**src/rtl/counter_datapath.sv**
```systemverilog
// Up/down counter datapath: saturating count register, z/m status flags,
// BCD split and a two-digit multiplexed active-low 7-segment driver.
//
// Ports:
//   clk, reset    - clock; synchronous active-high reset
//   op            - 0 = increment, 1 = decrement (used when c_ld=1)
//   c_clr, c_ld   - clear / step commands (clear wins)
//   z, m          - count == 0 / count == MAX_VALUE
//   count         - count register
//   an, seg       - digit enables and segments, active-low {g..a}
module counter_datapath #(
  parameter int WIDTH     = 7,
  parameter int MAX_VALUE = 99,
  parameter int SCAN_DIV  = 50000
) (
  input  logic             clk,
  input  logic             reset,
  input  logic             op,
  input  logic             c_clr,
  input  logic             c_ld,
  output logic             z,
  output logic             m,
  output logic [WIDTH-1:0] count,
  output logic [1:0]       an,
  output logic [6:0]       seg
);

  localparam int PW = $clog2(SCAN_DIV);
  localparam logic [WIDTH-1:0] MAXV  = WIDTH'(MAX_VALUE);
  localparam logic [PW-1:0]    PLAST = PW'(SCAN_DIV - 1);

  logic [WIDTH-1:0] count_q, count_d;
  logic [3:0]       units_q, units_d;
  logic [3:0]       tens_q, tens_d;
  logic [PW-1:0]    pre_q, pre_d;
  logic             sel_q, sel_d;
  logic [31:0]      cval;

  function automatic logic [6:0] pattern(input logic [3:0] d);
    logic [6:0] p;
    case (d)
      4'd0:    p = 7'b1000000;
      4'd1:    p = 7'b1111001;
      4'd2:    p = 7'b0100100;
      4'd3:    p = 7'b0110000;
      4'd4:    p = 7'b0011001;
      4'd5:    p = 7'b0010010;
      4'd6:    p = 7'b0000010;
      4'd7:    p = 7'b1111000;
      4'd8:    p = 7'b0000000;
      4'd9:    p = 7'b0010000;
      default: p = 7'b1111111;
    endcase
    return p;
  endfunction

  always_comb begin
    count_d = count_q;
    if (c_clr) begin
      count_d = '0;
    end else if (c_ld) begin
      // Saturate at both ends instead of wrapping.
      if (!op && count_q < MAXV)
        count_d = count_q + 1'b1;
      else if (op && count_q != '0)
        count_d = count_q - 1'b1;
    end
  end

  always_comb begin
    cval    = 32'(count_q);
    units_d = 4'(cval % 32'd10);
    tens_d  = 4'(cval / 32'd10);
  end

  always_comb begin
    pre_d = pre_q + 1'b1;
    sel_d = sel_q;
    if (pre_q == PLAST) begin
      pre_d = '0;
      sel_d = ~sel_q;
    end
  end

  always_ff @(posedge clk) begin
    if (reset) begin
      count_q <= '0;
      units_q <= '0;
      tens_q  <= '0;
      pre_q   <= '0;
      sel_q   <= 1'b0;
    end else begin
      count_q <= count_d;
      units_q <= units_d;
      tens_q  <= tens_d;
      pre_q   <= pre_d;
      sel_q   <= sel_d;
    end
  end

  assign count = count_q;
  assign z     = (count_q == '0);
  assign m     = (count_q == MAXV);

  always_comb begin
    an  = 2'b10;
    seg = pattern(units_q);
    if (sel_q) begin
      // Blank a leading zero in the tens slot.
      if (tens_q == 4'd0) begin
        an  = 2'b11;
        seg = 7'b1111111;
      end else begin
        an  = 2'b01;
        seg = pattern(tens_q);
      end
    end
  end

endmodule

```
**config.mk**
```make
export PLATFORM = sky130hd
export DESIGN_NAME = counter_datapath
export DESIGN_NICKNAME = d
export VERILOG_FILES = /design/src/rtl/counter_datapath.sv
export SDC_FILE = /design/constraint.sdc
export NUM_CORES = 1
export LEC_CHECK = 0
export ABC_AREA = 0
export CAP_MARGIN = 20
export CORE_MARGIN = 10
export CORE_UTILIZATION = 45
export CTS_BUF_LIST = sky130_fd_sc_hd__clkbuf_8
export DETAILED_ROUTE_END_ITERATION = 6
export PLACE_DENSITY_LB_ADDON = 0.2
export SYNTH_ARGS = -nofsm -noshare
export SYNTH_HDL_FRONTEND = slang
export SYNTH_SLANG_ARGS = --single-unit
```
**constraint.sdc**
```tcl
create_clock -name clk -period 9.4 [get_ports clk]
set_input_delay 0.94 -clock clk [delete_from_list [all_inputs] [get_ports clk]]
set_output_delay 0.94 -clock clk [all_outputs]
set_load 0.02 [all_outputs]
```
==> flow_metrics.env, run 1 <==
export IMPL_antenna_cells=0
export IMPL_area_growth_pct=11.9
export IMPL_ir_worst_vdd_mv=0.0922
export IMPL_intPower_uw=283
export IMPL_min_path_type="reg -> reg"
export IMPL_grtUsageMet2_pct=18.4
export IMPL_worstPathRequired_ns=9.55
export IMPL_antenna_left=0
export IMPL_r2r_cells=12
export IMPL_ys_flop_type="dfxtp_1"
export IMPL_root_buffer="clkbuf_8"
export IMPL_worst_pin_slew_ns=0.910
export IMPL_finalClockSkew_ns=0.00778
export IMPL_grt_pass1_vias=2202
export IMPL_gp_congestion=0.842
export IMPL_met1_usage_pct=16.9
export IMPL_synthCells=339
export IMPL_worstSetupStartpointType="flip-flop"
export IMPL_chipHeight_um=98.7
export IMPL_r2r_setup_slack_ns=5.20
export IMPL_power_density_mw_per_mm2=126
export IMPL_tns_ns=0
export IMPL_setup_viol_count_final=0
export IMPL_yosysWarnings=0
export IMPL_syn_area_mm2=0.00278
export IMPL_grt_use_met3_pct=4.19
export IMPL_grt_pass1_wl_um=10500
export IMPL_end_kind="flip-flop"
export IMPL_crit_start="count[4]"
export IMPL_synth_seq_area_share_pct=30.2
export IMPL_fmax_mhz=238
export IMPL_yosysUniqueCellTypes=65
export IMPL_rows=28
export IMPL_drt_total_wl_um=6130
export IMPL_port_buffers=22
export IMPL_maxCapViolations=0
export IMPL_ys_ff_latch=42
export IMPL_postCtsSetupBuffers=0
export IMPL_critical_path_class="reg -> reg"
export IMPL_maxSlewViolCount=0
export IMPL_switchingPower_uw=107
export IMPL_drive_gt1_share_pct=5.97
export IMPL_timing_rr_start="count[4]"
export IMPL_avgViaCountPerCell=5.55
export IMPL_p_seq_share_pct=50.2
export IMPL_synthArstFlopShare_pct=0
export IMPL_vias=2371
export IMPL_nNetsFinal=374
export IMPL_initial_utilization_pct=46.7
export IMPL_core_area_mm2=0.00596
export IMPL_switching_share_pct=27.5
export IMPL_busiest_layer="met2"
export IMPL_htreeDepth=2
export IMPL_relSlewSlack_pct=39.3
export IMPL_period_share_pct=44.6
export IMPL_final_util_pct=52.3
export IMPL_dp_hpwl_um=4400
export IMPL_clock_sinks=42
export IMPL_worstPathMaxFanout=28
export IMPL_routedWlPerCell_um=14.3
export IMPL_cp_slowest_cell="dfxtp_1"
export IMPL_firstDrtPassIters=4
export IMPL_power_share_clock_pct=29.1
export IMPL_p_leak_uw=0.00123
export IMPL_grt_use_total_pct=12.4
export IMPL_hold_buffers=0
export IMPL_rsz0062_at_grt="no"
export IMPL_grt_max_degree=29
export IMPL_hold_viol=0
export IMPL_grt_ovfl_total=0
export IMPL_die_x_um=98.7
export IMPL_path_cells="or2_1 -> ha_1 -> nor2b_1 -> o21ai_0 -> a2111oi_2 -> and3_1 -> nor2b_1 -> nand2_1 -> a21oi_1 -> ha_1 -> mux2i_1 -> o21ai_0"
export IMPL_cts_buffers=5
export IMPL_die_area_mm2=0.00973
export IMPL_min_period_ns=4.20
export IMPL_status="finished, final reports clean"
export IMPL_antenna_found_initial=0
export IMPL_synth_net_count=362
export IMPL_synth_edff_count=0
export IMPL_cts_tree="built"
export IMPL_drtIter0Drc=76
export IMPL_critPathArrivalTime_ns=4.35
export IMPL_ctsLongestPathBuffers=2
export IMPL_ios=23
export IMPL_route_detailed_drc=0
export IMPL_cts_resized_gates=0
export IMPL_clock_latency_ns=0.29
export IMPL_p_comb_share_pct=20.7
export IMPL_slowest_delay_ns=0.86
export IMPL_syn_avg_cell_area_um2=8.21
export IMPL_clk_transition_reported_paths_ns=0.08
==> placed cells by master (no fill, tap or decap), types with 3 or more instances in the layout <==
cell,n
or3_1,4
clkdlybuf4s50_1,22
nor3b_1,4
mux2i_1,7
a31oi_1,4
o22a_1,7
o31a_1,3
nand2_1,24
inv_1,12
and2_1,5
nand4b_1,3
nor3_1,9
nor2_1,34
clkbuf_8,6
ha_1,17
xor2_1,10
o21ai_0,19
dfxtp_1,42
xnor2_1,12
nand3_1,5
nand2b_1,4
nand4_1,4
a21oi_1,24
and3_1,8
nor2b_1,8
or2_2,4
a21o_1,4
==> final cells by class <==
class	instances	area (um2)
inverters	12	45.0
clock buffers	6	82.6
well taps	75	93.8
multi-input cells	265	1800
clock inverters	2	8.76
flip-flops and latches	42	841
repair buffers	25	243
fillers	585	2840
==> layer usage <==
layer  vias up  wire [um]
met2        38       2640
li1       1239          -
met1      1088       3060
met5         -          0
met3         6        369
met4         0         53
==> worst max-delay path: cells and delay by family, from the launching register on <==
family	cells	cell delay (ns)
flip-flops	1	0.86
multiplexers	1	0.14
AO/OA/AOI/OAI	4	0.97
AND/OR/NAND/NOR	5	1.46
adder cells (fa/ha/maj)	2	0.63
==> cell usage after synthesis, types with 5 or more instances <==
master | count | area, um2
and3_1 | 8 | 50.1
xor2_1 | 10 | 87.6
o21ai_0 | 19 | 95.1
nand2_1 | 24 | 90.1
nor2_1 | 34 | 128
nand3_1 | 5 | 25.0
dfxtp_1 | 42 | 841
and2_1 | 5 | 31.3
nor3_1 | 9 | 45.0
mux2i_1 | 7 | 70.1
xnor2_1 | 12 | 105
clkbuf_1 | 11 | 41.3
nor2b_1 | 8 | 50.1
inv_1 | 11 | 41.3
a21oi_1 | 24 | 120
buf_2 | 6 | 30.0
ha_1 | 17 | 213
o22a_1 | 7 | 61.3
==> how the worst min path moves through the flow <==
| stage | cells past startpoint | end | from | slack [ns] |
|---|---|---|---|---|
| after floorplan | 1 | pre_q[0] | pre_q[0] | 0.43 |
| after global placement | 1 | pre_q[0] | pre_q[0] | 0.44 |
| after detailed placement | 1 | pre_q[0] | pre_q[0] | 0.45 |
| after CTS | 1 | pre_q[0] | pre_q[0] | 0.47 |
| after global routing | 1 | pre_q[0] | pre_q[0] | 0.48 |
| final | 1 | pre_q[0] | pre_q[0] | 0.47 |
==> power groups by stage <==
stage	combinational [uW]	clock, uW	sequential [uW]
finish	80.8	114	196
global route	89.6	126	198
CTS	80.8	117	196
detailed placement	80.4	0	200
global placement	79.1	0	200
floorplan	60.8	0	196
==> kinds of logic (layout without fill, tap and decap cells) <==
| group | count (synthesis) | after routing | synth area share (%) |
|---|---|---|---|
| simple gates | 129 | 129 | 24.7 |
| compound gates | 88 | 88 | 21.7 |
| flops | 42 | 42 | 30.2 |
| buf+inv | 32 | 45 | 5.12 |
| xor+xnor | 22 | 22 | 6.92 |
| fa+ha+maj | 18 | 18 | 8.36 |
| mux | 8 | 8 | 3.01 |
==> per-stage QoR <==
| stage | area [um2] | cells | hold slack, ns | setup slack (ns) | power (uW) |
|---|---|---|---|---|---|
| finish | 3110 | 427 | 0.470 | 5.20 | 391 |
| detailed placement | 3010 | 417 | 0.454 | 5.29 | 281 |
| CTS | 3100 | 425 | 0.473 | 5.25 | 394 |
| floorplan | 2780 | 339 | 0.426 | 6.18 | 256 |
| global placement | 3000 | 416 | 0.445 | 5.46 | 279 |
| global route | 3110 | 427 | 0.484 | 4.79 | 413 |
Note: power is estimated with default switching activity, not from simulation.
==> inputs of run 2 (changes only) <==
Clock period 9.4 ns to 3.9 ns, I/O delays scaled along.
==> flow_metrics.env, run 2 (synthesis gave the netlist of run 1 again) <==
export IMPL_cp_num_buf_inv=1
export IMPL_p_leak_uw=0.00125
export IMPL_final_common_cell="dfxtp_1"
export IMPL_worstPathMaxFanout=8
export IMPL_p_total_uw=944
export IMPL_port_buffers=22
export IMPL_antenna_cells=0
export IMPL_initial_utilization_pct=46.7
export IMPL_switchingPower_uw=274
export IMPL_worst_pin_slew_ns=0.715
export IMPL_fmax_mhz=294
export IMPL_final_cell_mix="42 x dfxtp_1, 34 x nor2_1, 24 x nand2_1, 24 x a21oi_1, 22 x clkdlybuf4s50_1"
export IMPL_die_x_um=98.7
export IMPL_clock_sinks=42
export IMPL_place_inst=427
export IMPL_drtIter0Drc=105
export IMPL_register_area_um2=841
export IMPL_min_delay_start="pre_q[0]"
export IMPL_whs_path_depth=1
export IMPL_routedWlPerCell_um=14.3
export IMPL_clock_latency_ns=0.29
export IMPL_crit_start="count[4]"
export IMPL_p_comb_share_pct=22.0
export IMPL_htreeDepth=2
export IMPL_slowest_delay_ns=0.43
export IMPL_end_kind="flip-flop"
export IMPL_multiInputGateArea_mm2=0.00180
export IMPL_maxSlewViolCount=0
export IMPL_critical_path_top_delay_family="simple AND/OR/NAND/NOR gates"
export IMPL_firstDrtPassIters=4
export IMPL_rsz0062_at_grt="no"
export IMPL_critPathArrivalTime_ns=3.59
export IMPL_antenna_found_initial=0
export IMPL_critical_path_class="reg -> reg"
export IMPL_power_share_clock_pct=29.0
export IMPL_timing_rr_start="count[4]"
export IMPL_period_share_pct=87.2
export IMPL_grt_use_total_pct=12.6
export IMPL_grt_ovfl_total=0
export IMPL_postCtsSetupBuffers=0
export IMPL_nNetsFinal=382
export IMPL_root_buffer="clkbuf_8"
export IMPL_r2r_cells=13
export IMPL_r2r_setup_slack_ns=0.50
export IMPL_chipHeight_um=98.7
export IMPL_route_detailed_drc=0
export IMPL_min_period_ns=3.40
export IMPL_drive_gt1_share_pct=8.33
export IMPL_hold_viol=0
export IMPL_ctsLongestPathBuffers=2
export IMPL_ios=23
export IMPL_maxCapViolations=0
export IMPL_tns_ns=0
export IMPL_hold_buffers=0
export IMPL_worstPathRequired_ns=4.09
export IMPL_path_cells="or2_1 -> ha_1 -> nor2b_1 -> buf_4 -> o21ai_0 -> a2111oi_2 -> and3_1 -> nor2b_1 -> nand2_1 -> a21oi_1 -> ha_1 -> nand2_1 -> o21ai_0"
export IMPL_gp_congestion=0.878
export IMPL_ir_worst_vdd_mv=0.202
export IMPL_drt_total_wl_um=6240
export IMPL_final_util_pct=53.2
export IMPL_antenna_left=0
export IMPL_avgViaCountPerCell=5.58
export IMPL_grt_pass1_wl_um=10500
export IMPL_clk_transition_reported_paths_ns=0.08
export IMPL_min_path_type="reg -> reg"
export IMPL_cts_tree="built"
export IMPL_final_cells=435
export IMPL_cts_resized_gates=0
export IMPL_area_growth_pct=13.8
export IMPL_p_seq_share_pct=49.0
export IMPL_finalClockSkew_ns=0.00603
export IMPL_relSlewSlack_pct=52.2
export IMPL_worstSetupStartpointType="flip-flop"
export IMPL_core_area_mm2=0.00596
export IMPL_dp_hpwl_um=4520
export IMPL_hold_end="pre_q[0]"
export IMPL_die_area_mm2=0.00973
export IMPL_cp_slowest_cell="a2111oi_2"
export IMPL_cts_buffers=5
export IMPL_grt_max_degree=28
export IMPL_power_density_mw_per_mm2=298
export IMPL_status="finished, final reports clean"
export IMPL_intPower_uw=670
export IMPL_switching_share_pct=29.0
export IMPL_vias=2429
export IMPL_rows=28
export IMPL_grt_pass1_vias=2169
export IMPL_setup_viol_count_final=0
export IMPL_holdWs_ns=0.469
export IMPL_nFillCells=570
## run 2: cell count changes in the layout (fill, tap and decap cells not counted), sizes merged
cell	before	now
clkbuf	7	5
dlymetal6s2s	1	0
clkinv	2	3
buf	1	11
## run 2: per-stage QoR
| step | setup slack, ns | area [um2] |
|---|---|---|
| after floorplan | 0.676 | 2780 |
| after global placement | 0.693 | 3080 |
| after detailed placement | 0.556 | 3080 |
| after CTS | 0.510 | 3170 |
| after global routing | 0.186 | 3170 |
| final | 0.498 | 3170 |
## run 2: worst reg2reg max path, cell delays in order, from the launching register on
cell and delay, ns:
dfxtp_1 0.31, or2_1 0.31, ha_1 0.38, nor2b_1 0.13, buf_4 0.15, o21ai_0 0.11, a2111oi_2 0.43, and3_1 0.25
nor2b_1 0.32, nand2_1 0.12, a21oi_1 0.25, ha_1 0.23, nand2_1 0.06, o21ai_0 0.24
## run 2: worst max path at each step
stage | to | depth (start not counted)
floorplan | flip-flop | 14
global placement | flip-flop | 13
detailed placement | flip-flop | 13
CTS | flip-flop | 13
global route | flip-flop | 13
finish | flip-flop | 13
## run 2: metal layers
| metal | wire (um) | vias up | track usage [%] |
|---|---|---|---|
| li1 | - | 1251 | - |
| met4 | 72 | 0 | 4.08 |
| met3 | 468 | 6 | 4.40 |
| met2 | 2630 | 58 | 18.6 |
| met5 | 0 | - | 0 |
| met1 | 3070 | 1114 | 16.8 |
## run 2: power groups by stage
stage / clock [uW] / sequential, uW / combinational [uW]
4_1_cts: 286 / 463 / 209
3_3_place_gp: 0 / 473 / 205
2_1_floorplan: 0 / 472 / 146
5_1_grt: 306 / 465 / 230
3_5_place_dp: 0 / 473 / 207
6_report: 273 / 463 / 208
## run 2: layout make-up
type / instances / area share (%)
clock buffer: 5 / 2.17
clock inverter: 3 / 0.553
sequential: 42 / 26.5
inverter: 12 / 1.42
tap: 75 / 2.96
timing repair buffer: 33 / 9.55
multi-input combinational: 265 / 56.8
==> inputs of run 3 (changes only) <==
Settings changed: CAP_MARGIN 20 to unset, CORE_ASPECT_RATIO set to 1.4, CORE_UTILIZATION 45 to 40.
==> flow_metrics.env, run 3 (synthesis gave the netlist of run 1 again) <==
export IMPL_status="finished, final reports clean"
export IMPL_routedWlPerCell_um=14.2
export IMPL_ctsLongestPathBuffers=2
export IMPL_firstDrtPassIters=4
export IMPL_min_path_type="reg -> reg"
export IMPL_cts_buffers=5
export IMPL_critPathArrivalTime_ns=3.70
export IMPL_relSlewSlack_pct=35.5
export IMPL_final_cell_mix="42 x dfxtp_1, 34 x nor2_1, 24 x nand2_1, 24 x a21oi_1, 22 x clkdlybuf4s50_1"
export IMPL_rsz0062_at_grt="no"
export IMPL_route_detailed_drc=0
export IMPL_critical_path_class="reg -> reg"
export IMPL_final_common_cell="dfxtp_1"
export IMPL_vias=2430
export IMPL_postCtsSetupBuffers=0
export IMPL_htreeDepth=2
export IMPL_place_inst=444
export IMPL_worstPathMaxFanout=7
export IMPL_fmax_mhz=284
export IMPL_min_period_ns=3.52
export IMPL_clock_latency_ns=0.30
export IMPL_tns_ns=0
export IMPL_period_share_pct=90.2
export IMPL_core_area_mm2=0.00670
export IMPL_initial_utilization_pct=41.5
export IMPL_antenna_found_initial=0
export IMPL_gp_congestion=0.891
export IMPL_die_area_mm2=0.0107
export IMPL_antenna_cells=0
export IMPL_worstSetupStartpointType="flip-flop"
export IMPL_die_x_um=90.5
export IMPL_worstPathRequired_ns=4.08
export IMPL_avgViaCountPerCell=5.38
export IMPL_root_buffer="clkbuf_8"
export IMPL_ir_worst_vdd_mv=0.119
export IMPL_port_buffers=22
export IMPL_hold_buffers=0
export IMPL_maxCapViolations=0
export IMPL_nNetsFinal=382
export IMPL_drive_gt1_share_pct=8.61
export IMPL_drtIter0Drc=78
export IMPL_setup_viol_count_final=0
export IMPL_grt_max_degree=28
export IMPL_chipHeight_um=119
export IMPL_dp_hpwl_um=4760
export IMPL_antenna_left=0
export IMPL_end_kind="flip-flop"
export IMPL_clock_sinks=42
export IMPL_holdWs_ns=0.462
export IMPL_area_growth_pct=14.9
export IMPL_cts_resized_gates=0
export IMPL_grt_pass1_wl_um=11100
export IMPL_clk_transition_reported_paths_ns=0.09
export IMPL_finalClockSkew_ns=0.00708
export IMPL_cts_tree="built"
export IMPL_maxSlewViolCount=0
export IMPL_worst_pin_slew_ns=0.943
export IMPL_drt_total_wl_um=6400
export IMPL_rows=35
export IMPL_grt_use_total_pct=12.0
export IMPL_power_density_mw_per_mm2=302
export IMPL_grt_pass1_vias=2406
export IMPL_final_cells=452
export IMPL_ios=23
export IMPL_hold_viol=0
export IMPL_p_leak_uw=0.00125
export IMPL_grt_ovfl_total=0
-- run 3: metrics by stage --
stage / setup WS (ns) / utilization [%] / area (um2) / power [uW]
floorplan: 0.676 / - / 2780 / 618
global placement: 0.608 / 46.3 / 3100 / 680
CTS: 0.395 / 47.7 / 3200 / 977
finish: 0.383 / 47.7 / 3200 / 966
global route: 0.0712 / 47.7 / 3200 / 1010
detailed placement: 0.405 / 46.3 / 3100 / 682
-- run 3: worst max-delay path: stages, from the launching register on --
cell	delay [ns]
dfxtp_1	0.32
or2_1	0.32
ha_1	0.38
nor2b_1	0.35
o21ai_0	0.18
a2111oi_2	0.41
and3_1	0.25
nor2b_1	0.33
nand2_1	0.13
a21oi_1	0.23
ha_1	0.28
mux2i_1	0.13
o21ai_0	0.09
-- run 3: final timing paths --
path,startpoint,endpoint,slack (ns),cells after the start
worst max-delay path,count[4],flip-flop,0.38,12
worst min register to register,pre_q[0],pre_q[0],0.46,1
worst max register to register,count[4],flip-flop,0.38,12
worst min-delay path,pre_q[0],pre_q[0],0.46,1
-- run 3: layout make-up --
cell class              count  area, um2
repair buffers             33        303
inverters                  12       45.0
well taps                  92        115
flip-flops and latches     42        841
clock buffers               6       82.6
clock inverters             2       12.5
multi-input cells         265       1800
fillers                   663       3500
-- run 3: metal layers --
| layer | track usage (%) | share of wire, % | up-vias |
|---|---|---|---|
| li1 | - | - | 1249 |
| met1 | 13.1 | 44 | 1144 |
| met2 | 21.0 | 50 | 28 |
| met3 | 3.04 | 3.9 | 9 |
| met4 | 5.89 | 1.9 | 0 |
| met5 | 0 | 0 | - |
-- run 3: power by group --
group / leakage, uW / total, uW / switching, uW / internal (uW)
Sequential: 0.000341 / 461 / 11.6 / 449
Clock: 0.0000472 / 295 / 153 / 142
Combinational: 0.000864 / 210 / 113 / 97.2
